<file path="src/rtl/imm_ext_pipe_pkg.sv">
// Shared control encodings for the immediate-extension pipeline.
//   ExtOpW     : width of the extend-mode field
//   EXT_*      : extend-mode encodings carried on in_op
//   FIFO_DEPTH : number of entries held by the skid buffer
package imm_ext_pipe_pkg;

  localparam int unsigned ExtOpW = 3;
  typedef logic [ExtOpW-1:0] ext_op_t;

  localparam ext_op_t EXT_ZERO    = 3'd0;
  localparam ext_op_t EXT_SIGNED  = 3'd1;
  localparam ext_op_t EXT_HIGHPOS = 3'd2;
  localparam ext_op_t EXT_BRANCH  = 3'd3;

  localparam logic [1:0] FIFO_DEPTH = 2'd2;

  // Encodings above EXT_BRANCH are reserved and flagged as errors.
  function automatic logic op_is_legal(ext_op_t op);
    return op <= EXT_BRANCH;
  endfunction

endpackage

</file>
<file path="src/rtl/imm_ext_pipe_if.sv">
// Stream interface of the immediate-extension pipeline.
//   in_*  : producer channel (valid/ready, raw immediate, mode, tag)
//   out_* : consumer channel (valid/ready, extended immediate, tag, error)
// Modports:
//   master : the environment side (drives in_* payload and out_ready)
//   slave  : the pipeline side (drives in_ready and out_* payload)
interface imm_ext_pipe_if
  import imm_ext_pipe_pkg::*;
#(
  parameter int unsigned IN_W  = 16,
  parameter int unsigned OUT_W = 32,
  parameter int unsigned TAG_W = 5
);

  logic             in_valid;
  logic             in_ready;
  logic [IN_W-1:0]  in_imm;
  ext_op_t          in_op;
  logic [TAG_W-1:0] in_tag;

  logic             out_valid;
  logic             out_ready;
  logic [OUT_W-1:0] out_imm;
  logic [TAG_W-1:0] out_tag;
  logic             out_err;

  modport master (
    output in_valid, in_imm, in_op, in_tag, out_ready,
    input  in_ready, out_valid, out_imm, out_tag, out_err
  );

  modport slave (
    input  in_valid, in_imm, in_op, in_tag, out_ready,
    output in_ready, out_valid, out_imm, out_tag, out_err
  );

endinterface

</file>
<file path="src/rtl/imm_ext_core.sv">
// Combinational immediate extender.
//   imm   : raw IN_W-bit immediate
//   op    : extend mode (EXT_ZERO/SIGNED/HIGHPOS/BRANCH; others illegal)
//   value : OUT_W-bit extended result, 0 for an illegal mode
//   err   : 1 when op is not a legal mode
module imm_ext_core
  import imm_ext_pipe_pkg::*;
#(
  parameter int unsigned IN_W  = 16,
  parameter int unsigned OUT_W = 32
) (
  input  logic [IN_W-1:0]  imm,
  input  ext_op_t          op,
  output logic [OUT_W-1:0] value,
  output logic             err
);

  if (OUT_W < IN_W + 2) begin : g_bad_width
    $error("imm_ext_core: OUT_W must be at least IN_W+2");
  end

  logic [OUT_W-1:0] w_zext;
  logic [OUT_W-1:0] w_sext;
  logic [OUT_W-1:0] w_high;
  logic [OUT_W-1:0] w_branch;

  assign w_zext   = {{(OUT_W-IN_W){1'b0}}, imm};
  assign w_sext   = {{(OUT_W-IN_W){imm[IN_W-1]}}, imm};
  assign w_high   = {imm, {(OUT_W-IN_W){1'b0}}};
  // The two bits shifted out are sign copies, so no information is lost.
  assign w_branch = {w_sext[OUT_W-3:0], 2'b00};

  always_comb begin
    value = '0;
    err   = !op_is_legal(op);
    case (op)
      EXT_ZERO:    value = w_zext;
      EXT_SIGNED:  value = w_sext;
      EXT_HIGHPOS: value = w_high;
      EXT_BRANCH:  value = w_branch;
      default:     value = '0;
    endcase
  end

endmodule

</file>
<file path="src/rtl/imm_ext_pipe.sv">
// Immediate-extension pipeline: extends each accepted immediate at push time and
// holds the result in a 2-entry skid FIFO.
//   clk   : clock, all state changes on the rising edge
//   rst_n : synchronous active-low reset, overrides flush/push/pop
//   flush : discard all buffered entries next cycle (wins over push/pop)
//   bus   : slave modport of imm_ext_pipe_if (in_* producer, out_* consumer)
module imm_ext_pipe
  import imm_ext_pipe_pkg::*;
#(
  parameter int unsigned IN_W  = 16,
  parameter int unsigned OUT_W = 32,
  parameter int unsigned TAG_W = 5
) (
  input logic          clk,
  input logic          rst_n,
  input logic          flush,
  imm_ext_pipe_if.slave bus
);

  logic [1:0]       r_count;
  logic             r_rd_ptr;
  logic             r_wr_ptr;
  logic [OUT_W-1:0] r_val [2];
  logic [TAG_W-1:0] r_tag [2];
  logic [1:0]       r_err;

  logic [1:0]       w_count_nxt;
  logic             w_push;
  logic             w_pop;
  logic [OUT_W-1:0] w_ext_val;
  logic             w_ext_err;

  imm_ext_core #(
    .IN_W (IN_W),
    .OUT_W(OUT_W)
  ) u_core (
    .imm  (bus.in_imm),
    .op   (bus.in_op),
    .value(w_ext_val),
    .err  (w_ext_err)
  );

  // Ready depends on stored occupancy only, never on out_ready.
  assign bus.in_ready  = (r_count != FIFO_DEPTH);
  assign bus.out_valid = (r_count != 2'd0);

  assign w_push = bus.in_valid && bus.in_ready;
  assign w_pop  = bus.out_valid && bus.out_ready;

  always_comb begin
    w_count_nxt = r_count;
    case ({w_push, w_pop})
      2'b10:   w_count_nxt = r_count + 2'd1;
      2'b01:   w_count_nxt = r_count - 2'd1;
      default: w_count_nxt = r_count;
    endcase
  end

  always_ff @(posedge clk) begin
    if (!rst_n) begin
      r_count  <= 2'd0;
      r_rd_ptr <= 1'b0;
      r_wr_ptr <= 1'b0;
    end else if (flush) begin
      r_count  <= 2'd0;
      r_rd_ptr <= 1'b0;
      r_wr_ptr <= 1'b0;
    end else begin
      r_count <= w_count_nxt;
      if (w_push) r_wr_ptr <= ~r_wr_ptr;
      if (w_pop)  r_rd_ptr <= ~r_rd_ptr;
    end
  end

  // Payload storage is not reset; a write discarded by flush/reset is never
  // visible because the count does not cover it.
  always_ff @(posedge clk) begin
    if (w_push) begin
      r_val[r_wr_ptr] <= w_ext_val;
      r_tag[r_wr_ptr] <= bus.in_tag;
      r_err[r_wr_ptr] <= w_ext_err;
    end
  end

  // Outputs are forced to zero while empty so stale payload never leaks.
  always_comb begin
    bus.out_imm = '0;
    bus.out_tag = '0;
    bus.out_err = 1'b0;
    if (r_count != 2'd0) begin
      bus.out_imm = r_val[r_rd_ptr];
      bus.out_tag = r_tag[r_rd_ptr];
      bus.out_err = r_err[r_rd_ptr];
    end
  end

endmodule
</file>
<file path="src/flat_wrapper.sv">
// flat-port wrapper written by rule: the top's interface ports become plain ports
module imm_ext_pipe_flat import imm_ext_pipe_pkg::*;
#(
  parameter int unsigned IN_W  = 16,
  parameter int unsigned OUT_W = 32,
  parameter int unsigned TAG_W = 5
)
  (clk, rst_n, flush, bus_in_valid, bus_in_imm, bus_in_op, bus_in_tag, bus_out_ready, bus_in_ready, bus_out_valid, bus_out_imm, bus_out_tag, bus_out_err);
  imm_ext_pipe_if #(.IN_W(IN_W), .OUT_W(OUT_W), .TAG_W(TAG_W)) bus_i ();
  input logic clk;
  input logic rst_n;
  input logic flush;
  input wire logic [$bits(bus_i.in_valid)-1:0] bus_in_valid;
  input wire logic [$bits(bus_i.in_imm)-1:0] bus_in_imm;
  input wire logic [$bits(bus_i.in_op)-1:0] bus_in_op;
  input wire logic [$bits(bus_i.in_tag)-1:0] bus_in_tag;
  input wire logic [$bits(bus_i.out_ready)-1:0] bus_out_ready;
  output wire logic [$bits(bus_i.in_ready)-1:0] bus_in_ready;
  output wire logic [$bits(bus_i.out_valid)-1:0] bus_out_valid;
  output wire logic [$bits(bus_i.out_imm)-1:0] bus_out_imm;
  output wire logic [$bits(bus_i.out_tag)-1:0] bus_out_tag;
  output wire logic [$bits(bus_i.out_err)-1:0] bus_out_err;
  assign bus_i.in_valid = bus_in_valid;
  assign bus_i.in_imm = bus_in_imm;
  assign bus_i.in_op = bus_in_op;
  assign bus_i.in_tag = bus_in_tag;
  assign bus_i.out_ready = bus_out_ready;
  assign bus_in_ready = bus_i.in_ready;
  assign bus_out_valid = bus_i.out_valid;
  assign bus_out_imm = bus_i.out_imm;
  assign bus_out_tag = bus_i.out_tag;
  assign bus_out_err = bus_i.out_err;
  imm_ext_pipe #(.IN_W(IN_W), .OUT_W(OUT_W), .TAG_W(TAG_W)) u_core (.clk(clk), .rst_n(rst_n), .flush(flush), .bus(bus_i));
endmodule
</file>
<file path="config.mk">
export PLATFORM = sky130hd
export DESIGN_NAME = imm_ext_pipe_flat
export DESIGN_NICKNAME = d
export VERILOG_FILES = /design/src/rtl/imm_ext_pipe_pkg.sv /design/src/rtl/imm_ext_pipe_if.sv /design/src/rtl/imm_ext_core.sv /design/src/rtl/imm_ext_pipe.sv /design/src/flat_wrapper.sv
export SDC_FILE = /design/constraint.sdc
export NUM_CORES = 1
export LEC_CHECK = 0
export CORE_MARGIN = 1
export CORE_UTILIZATION = 30
export DETAILED_ROUTE_END_ITERATION = 10
export PLACE_DENSITY = 0.61
export REMOVE_ABC_BUFFERS = 1
export SYNTH_ARGS = -nofsm -noshare
export SYNTH_HDL_FRONTEND = slang
export SYNTH_SLANG_ARGS = --single-unit
</file>
<file path="constraint.sdc">
create_clock -name clk -period 3.3 [get_ports clk]
set_clock_uncertainty 0.2 [all_clocks]
set_input_delay 0.99 -clock clk [delete_from_list [all_inputs] [get_ports clk]]
set_output_delay 0.99 -clock clk [all_outputs]
set_load 0.05 [all_outputs]
</file>
==> flow_metrics.tcl, run 1 <==
set metrics [dict create \
    status "completed" \
    required_ns 2.11 \
    die_area_um2 12200 \
    cp_slowest_stage_delay_ns 0.53 \
    clock.fmax_mhz 326 \
    syn_avg_cell_area_um2 12.7 \
    clockBufferDepth 2 \
    synth_most_common_cell "edfxtp_1" \
    end_kind "output port" \
    period_needed_ns 3.07 \
    antenna_found_initial 0 \
    slew_headroom_pct 41.7 \
    power.density_nw_per_um2 556 \
    drt_pass1_iterations 4 \
    p_leak_nw 1.63 \
    synthDistinctLibCells 24 \
    syn_inst 277 \
    path_common_cell "buf_4" \
    rows 39 \
    p_switching_mw 0.610 \
    ys_seq_elements 81 \
    p_seq_share_pct 46.3 \
    synth_edf_count 76 \
    swShare_pct 23.7 \
    ctsHoldBuffers 0 \
    drt_iter0_markers 115 \
    gr-total-overflow 0 \
    via_count 2310 \
    start_util_pct 30.9 \
    nets 376 \
    critPathKind "reg2out" \
    stdcell_count 494 \
    ys.flop_type "edfxtp_1" \
    core_area_um2 11400 \
    drv_slew 0 \
    grt_use_total_pct 13.0 \
    crit_fanout 32 \
    netlist_top_cells_count "edfxtp_1, nor2_1, mux2i_1, a21oi_1, nand2_1" \
    cp_slowest_cell "buf_4" \
    synth_top_area_cell "edfxtp_1" \
    cts_tree "yes" \
    setup_viol 0 \
    startpoint_type "register" \
    wl_um 7740 \
    peakVddDrop_v 0.000211 \
    fin_crit_sh_pct 92.9 \
    cts_made_buffers 9 \
    grt_pass1_wl_um 12200 \
    yosys_warnings 0 \
    tightest_slew_ns 0.874 \
    ys_seq_area_share_pct 67.5 \
    ant_nets 0 \
    dieWidth_um 110 \
    hpwl_um 4760 \
    die_h_um 110 \
    hold_violations 0 \
    area_delta_synth_final_pct 31.2 \
    power.internal_mw 1.97 \
    fill_cells 1118 \
    whs_ns 0.365 \
    synth_top_area_share_pct 64.7 \
    power.share.clock_pct 40.6 \
    num_io_pins 69 \
    grt_pass1_vias 2299 \
    clockRootBuffer "clkbuf_16" \
    drive_above_1_share_pct 16.5 \
    rsz0062_at_grt "false" \
    viasPerCell 4.68 \
    min_path_type "reg2reg" \
    syn_area_um2 3530 \
    fin_util_pct 40.6 \
    port_buffers 68 \
    netlist_top_cells_area "edfxtp_1, mux2i_1, nor2_1, a21oi_1, dfxtp_1" \
    cts_resized 0 \
    cts_setup_buffers 0 \
    r2r_setup_slack_ns 1.43 \
    cap_violations 0 \
    place_congestion 0.695 \
    cp.arrival_ns 1.88 \
    grt_max_degree 39 \
    wl_per_cell_um 15.7 \
    async_flop_share_pct 0 \
    cts.clk_slew.worst_paths_ns 0.06 \
    drc_errors 0 \
    crit_path_cell_trace "buf_4 -> mux2i_1 -> nor2_1 -> buf_4" \
    clock_latency_ns 0.33 \
    cts_sinks 81 \
    post-place-cells 478 \
    antennaDiodeCount 0 \
    ctsHtreeMaxLevel 3 \
    pwr-share-comb_pct 13.1 \
]
-- metal layers --
metal | vias to the layer above | part of all wire (%) | global-route usage [%]
li1 | 1118 | - | -
met1 | 1124 | 46 | 16.3
met2 | 59 | 50 | 21.9
met3 | 9 | 3.7 | 3.46
met4 | 0 | 1.0 | 3.47
met5 | - | 0 | 0
-- final timing paths --
path | cells past startpoint | end | startpoint
hold reg to reg | 2 | register | u_core.r_rd_ptr
hold / removal | 2 | register | u_core.r_rd_ptr
setup reg to reg | 5 | u_core.r_count[1] | u_core.r_count[0]
setup / recovery | 4 | bus_out_imm[13] | register
-- worst max-delay path: cells and delay by family, from the launching register on --
kind	cells	cell delay, ns
buffers and inverters	2	0.73
flip-flops	1	0.43
multiplexers	1	0.31
AND/OR/NAND/NOR	1	0.06
-- stage by stage --
stage	setup slack, ns	power [mW]	TNS (ns)	instance area (µm²)
after floorplan	-0.194	1.41	-7.28	3430
after global placement	0.388	1.55	0	4310
after detailed placement	0.294	1.56	0	4310
after CTS	0.151	2.60	0	4630
after global routing	0.126	2.66	0	4630
final	0.233	2.58	0	4630
-- registers in the layout, summed over array words and instances, names as in the netlist, named ones only --
register	count
u_core.r_val	64
u_core.r_tag	10
u_core.r_count	2
u_core.r_err	2
u_core.r_rd_ptr	1
u_core.r_wr_ptr	1
-- power groups by stage --
stage | combinational, mW | clock, mW | sequential, mW
2_1_floorplan | 0.196 | 0 | 1.21
6_report | 0.338 | 1.05 | 1.19
4_1_cts | 0.342 | 1.06 | 1.19
5_1_grt | 0.364 | 1.10 | 1.20
3_5_place_dp | 0.342 | 0 | 1.21
3_3_place_gp | 0.338 | 0 | 1.21
-- placed cells by master, fill, tap and decap left out, types with 2 or more instances in the layout --
cell,instances
buf_4,39
clkdlybuf4s50_1,35
xor2_1,2
nor3b_1,3
buf_12,2
nor2b_1,15
nand2b_1,2
a21oi_1,31
inv_1,3
o21ai_0,2
edfxtp_1,76
nand2_1,16
dfxtp_1,4
clkbuf_16,12
mux2i_1,39
nor2_1,56
clkbuf_1,3
-- kinds of logic (layout without fill, tap and decap cells) --
family / Yosys count / count (layout) / synth area share (%)
simple gates: 97 / 97 / 12.2
flops: 81 / 81 / 67.5
mux: 39 / 39 / 11.1
compound gates: 35 / 35 / 5.18
buf+inv: 21 / 95 / 3.01
xor+xnor: 3 / 3 / 0.745
fa+ha+maj: 1 / 1 / 0.354
-- final cells by class --
type | instances | area (µm²) | share of cell area [%]
flip-flops and latches | 81 | 2380 | 51.5
repair buffers | 76 | 683 | 14.7
multi-input cells | 175 | 1050 | 22.7
well taps | 143 | 179 | 3.86
clock buffers | 16 | 325 | 7.02
inverters | 3 | 11.3 | 0.243
(Power assumes the default switching activity.)
==> run 2, diff against run 1 <==
--- a/config.mk
+++ b/config.mk
@@ -13,3 +13,4 @@
 export SYNTH_ARGS = -nofsm -noshare
 export SYNTH_HDL_FRONTEND = slang
 export SYNTH_SLANG_ARGS = --single-unit
+export TNS_END_PERCENT = 5
==> results of run 2 <==
Final layout, timing and power as in run 1 (identical DEF).
==> run 3, diff against run 2 <==
--- a/config.mk
+++ b/config.mk
@@ -8,7 +8,7 @@
 export CORE_MARGIN = 1
 export CORE_UTILIZATION = 30
 export DETAILED_ROUTE_END_ITERATION = 10
-export PLACE_DENSITY = 0.61
+export PLACE_DENSITY = 0.57
 export REMOVE_ABC_BUFFERS = 1
 export SYNTH_ARGS = -nofsm -noshare
 export SYNTH_HDL_FRONTEND = slang
==> constraint.sdc (replaced) <==
create_clock -name clk -period 3.9 [get_ports clk]
set_clock_uncertainty 0.2 [all_clocks]
set_input_delay 1.17 -clock clk [delete_from_list [all_inputs] [get_ports clk]]
set_output_delay 1.17 -clock clk [all_outputs]
set_load 0.02 [all_outputs]
==> run 3 against run 2 <==
Via count is 0.30% lower. Wire length is 1.5% lower. Critical path type unchanged. Register-to-register slack better by 0.56 ns. Final cell count did not move. Hold slack got worse by 0.013 ns. Clock power shrank 22%. Global-route usage barely moved.
==> flow_metrics.tcl, run 3 (synthesized netlist as in run 1, its figures left out) <==
set metrics [dict create \
    status "completed" \
    crit_fanout 24 \
    fin_crit_sh_pct 84.7 \
    nets 376 \
    drt_pass1_iterations 4 \
    wl_per_cell_um 15.4 \
    p_leak_nw 1.54 \
    top_register "u_core.r_val" \
    p_seq_share_pct 48.8 \
    cts_tree "yes" \
    area_delta_synth_final_pct 32.5 \
    required_ns 2.53 \
    clockBufferDepth 2 \
    ctsHoldBuffers 0 \
    rsz0062_at_grt "false" \
    tightest_slew_ns 0.863 \
    power.internal_mw 1.60 \
    cts.clk_slew.worst_paths_ns 0.06 \
    cts_resized 0 \
    cp_slowest_cell "clkdlybuf4s50_1" \
    largest_register_ffs 64 \
    min_path_type "reg2reg" \
    mostFrequentLayoutCells "edfxtp_1, clkdlybuf4s50_1, nor2_1, mux2i_1, a21oi_1" \
    start_util_pct 30.9 \
    power.share.clock_pct 39.4 \
    slew_headroom_pct 42.4 \
    grt_max_degree 39 \
    hpwl_um 4600 \
    drc_errors 0 \
    dieWidth_um 110 \
    grt_pass1_vias 2380 \
    startpoint_type "register" \
    drive_above_1_share_pct 7.41 \
    num_io_pins 69 \
    stdcell_count 494 \
    critPathKind "reg2out" \
    setup_viol 0 \
    power.density_nw_per_um2 442 \
    port_buffers 68 \
    final_common_cell "edfxtp_1" \
    finalPower_mw 2.07 \
    period_needed_ns 3.30 \
    hold_violations 0 \
    viasPerCell 4.66 \
    largestRegisters "u_core.r_val: 64 flops, u_core.r_tag: 10 flops" \
    drv_slew 0 \
    wl_um 7630 \
    drt_iter0_markers 107 \
    clockRootBuffer "clkbuf_16" \
    grt_pass1_wl_um 12200 \
    cap_violations 0 \
    die_h_um 110 \
    core_area_um2 11400 \
    place_congestion 0.738 \
    ant_nets 0 \
    cts_sinks 81 \
    end_kind "output port" \
    p_switching_mw 0.469 \
    swShare_pct 22.7 \
    antennaDiodeCount 0 \
    peakVddDrop_v 0.000199 \
    antenna_found_initial 0 \
    die_area_um2 12200 \
    cp.arrival_ns 1.93 \
    crit_path_cell_trace "nor2_4 -> buf_12 -> nor2_1 -> clkdlybuf4s50_1" \
    grt_use_total_pct 13.0 \
    r2r_setup_slack_ns 1.99 \
    post-place-cells 478 \
    cts_made_buffers 9 \
    setup_tns_ns 0 \
    gr-total-overflow 0 \
    rows 39 \
    pwr-share-comb_pct 11.7 \
    via_count 2303 \
    ctsHtreeMaxLevel 3 \
    clock.fmax_mhz 303 \
    cp_slowest_stage_delay_ns 0.53 \
    clock_latency_ns 0.33 \
    cts_setup_buffers 0 \
]
[run 3: critical path, delay by kind of cell, from the launching register on]
kind / cells / cell delay, ns
buffers and inverters: 2 / 0.76
flip-flops: 1 / 0.36
AND/OR/NAND/NOR: 2 / 0.48
[run 3: stage by stage]
| stage | utilization, % | worst slack (ns) | cell area, µm² | hold WS, ns |
|---|---|---|---|---|
| 2_1_floorplan | - | 0.590 | 3430 | 0.281 |
| 3_3_place_gp | 38.4 | 0.769 | 4390 | 0.330 |
| 3_5_place_dp | 38.4 | 0.695 | 4390 | 0.346 |
| 4_1_cts | 41.0 | 0.526 | 4680 | 0.354 |
| 5_1_grt | 41.0 | 0.450 | 4680 | 0.372 |
| 6_report | 41.0 | 0.595 | 4680 | 0.352 |
[run 3: worst paths after layout]
check / end / start / cells after the start
min: register / u_core.r_rd_ptr / 2
max: bus_out_imm[8] / u_core.r_count[1] / 4
max reg2reg: u_core.r_val[1][2] / u_core.r_count[0] / 3
min reg2reg: register / u_core.r_rd_ptr / 2
[run 3: area by class of cell]
| class | instances | area, µm² |
|---|---|---|
| fill | 1120 | 6740 |
| sequential | 81 | 2380 |
| tap | 143 | 179 |
| timing repair buffer | 76 | 766 |
| clock buffer | 10 | 229 |
| multi-input combinational | 175 | 1050 |
| clock inverter | 6 | 58.8 |
| inverter | 3 | 11.3 |
[run 3: per-layer routing]
layer	track usage, %	vias to the layer above	routed length, µm
met5	0	-	0
met4	2.93	0	57
met3	4.50	5	405
met2	21.7	72	3720
met1	16.1	1106	3440
li1	-	1120	-
[run 3: power by group through the flow]
stage / combinational (mW) / sequential, mW / clock [mW]
2_1_floorplan: 0.117 / 1.03 / 0
3_3_place_gp: 0.244 / 1.03 / 0
3_5_place_dp: 0.246 / 1.03 / 0
4_1_cts: 0.247 / 1.01 / 0.832
5_1_grt: 0.265 / 1.01 / 0.868
6_report: 0.242 / 1.01 / 0.815
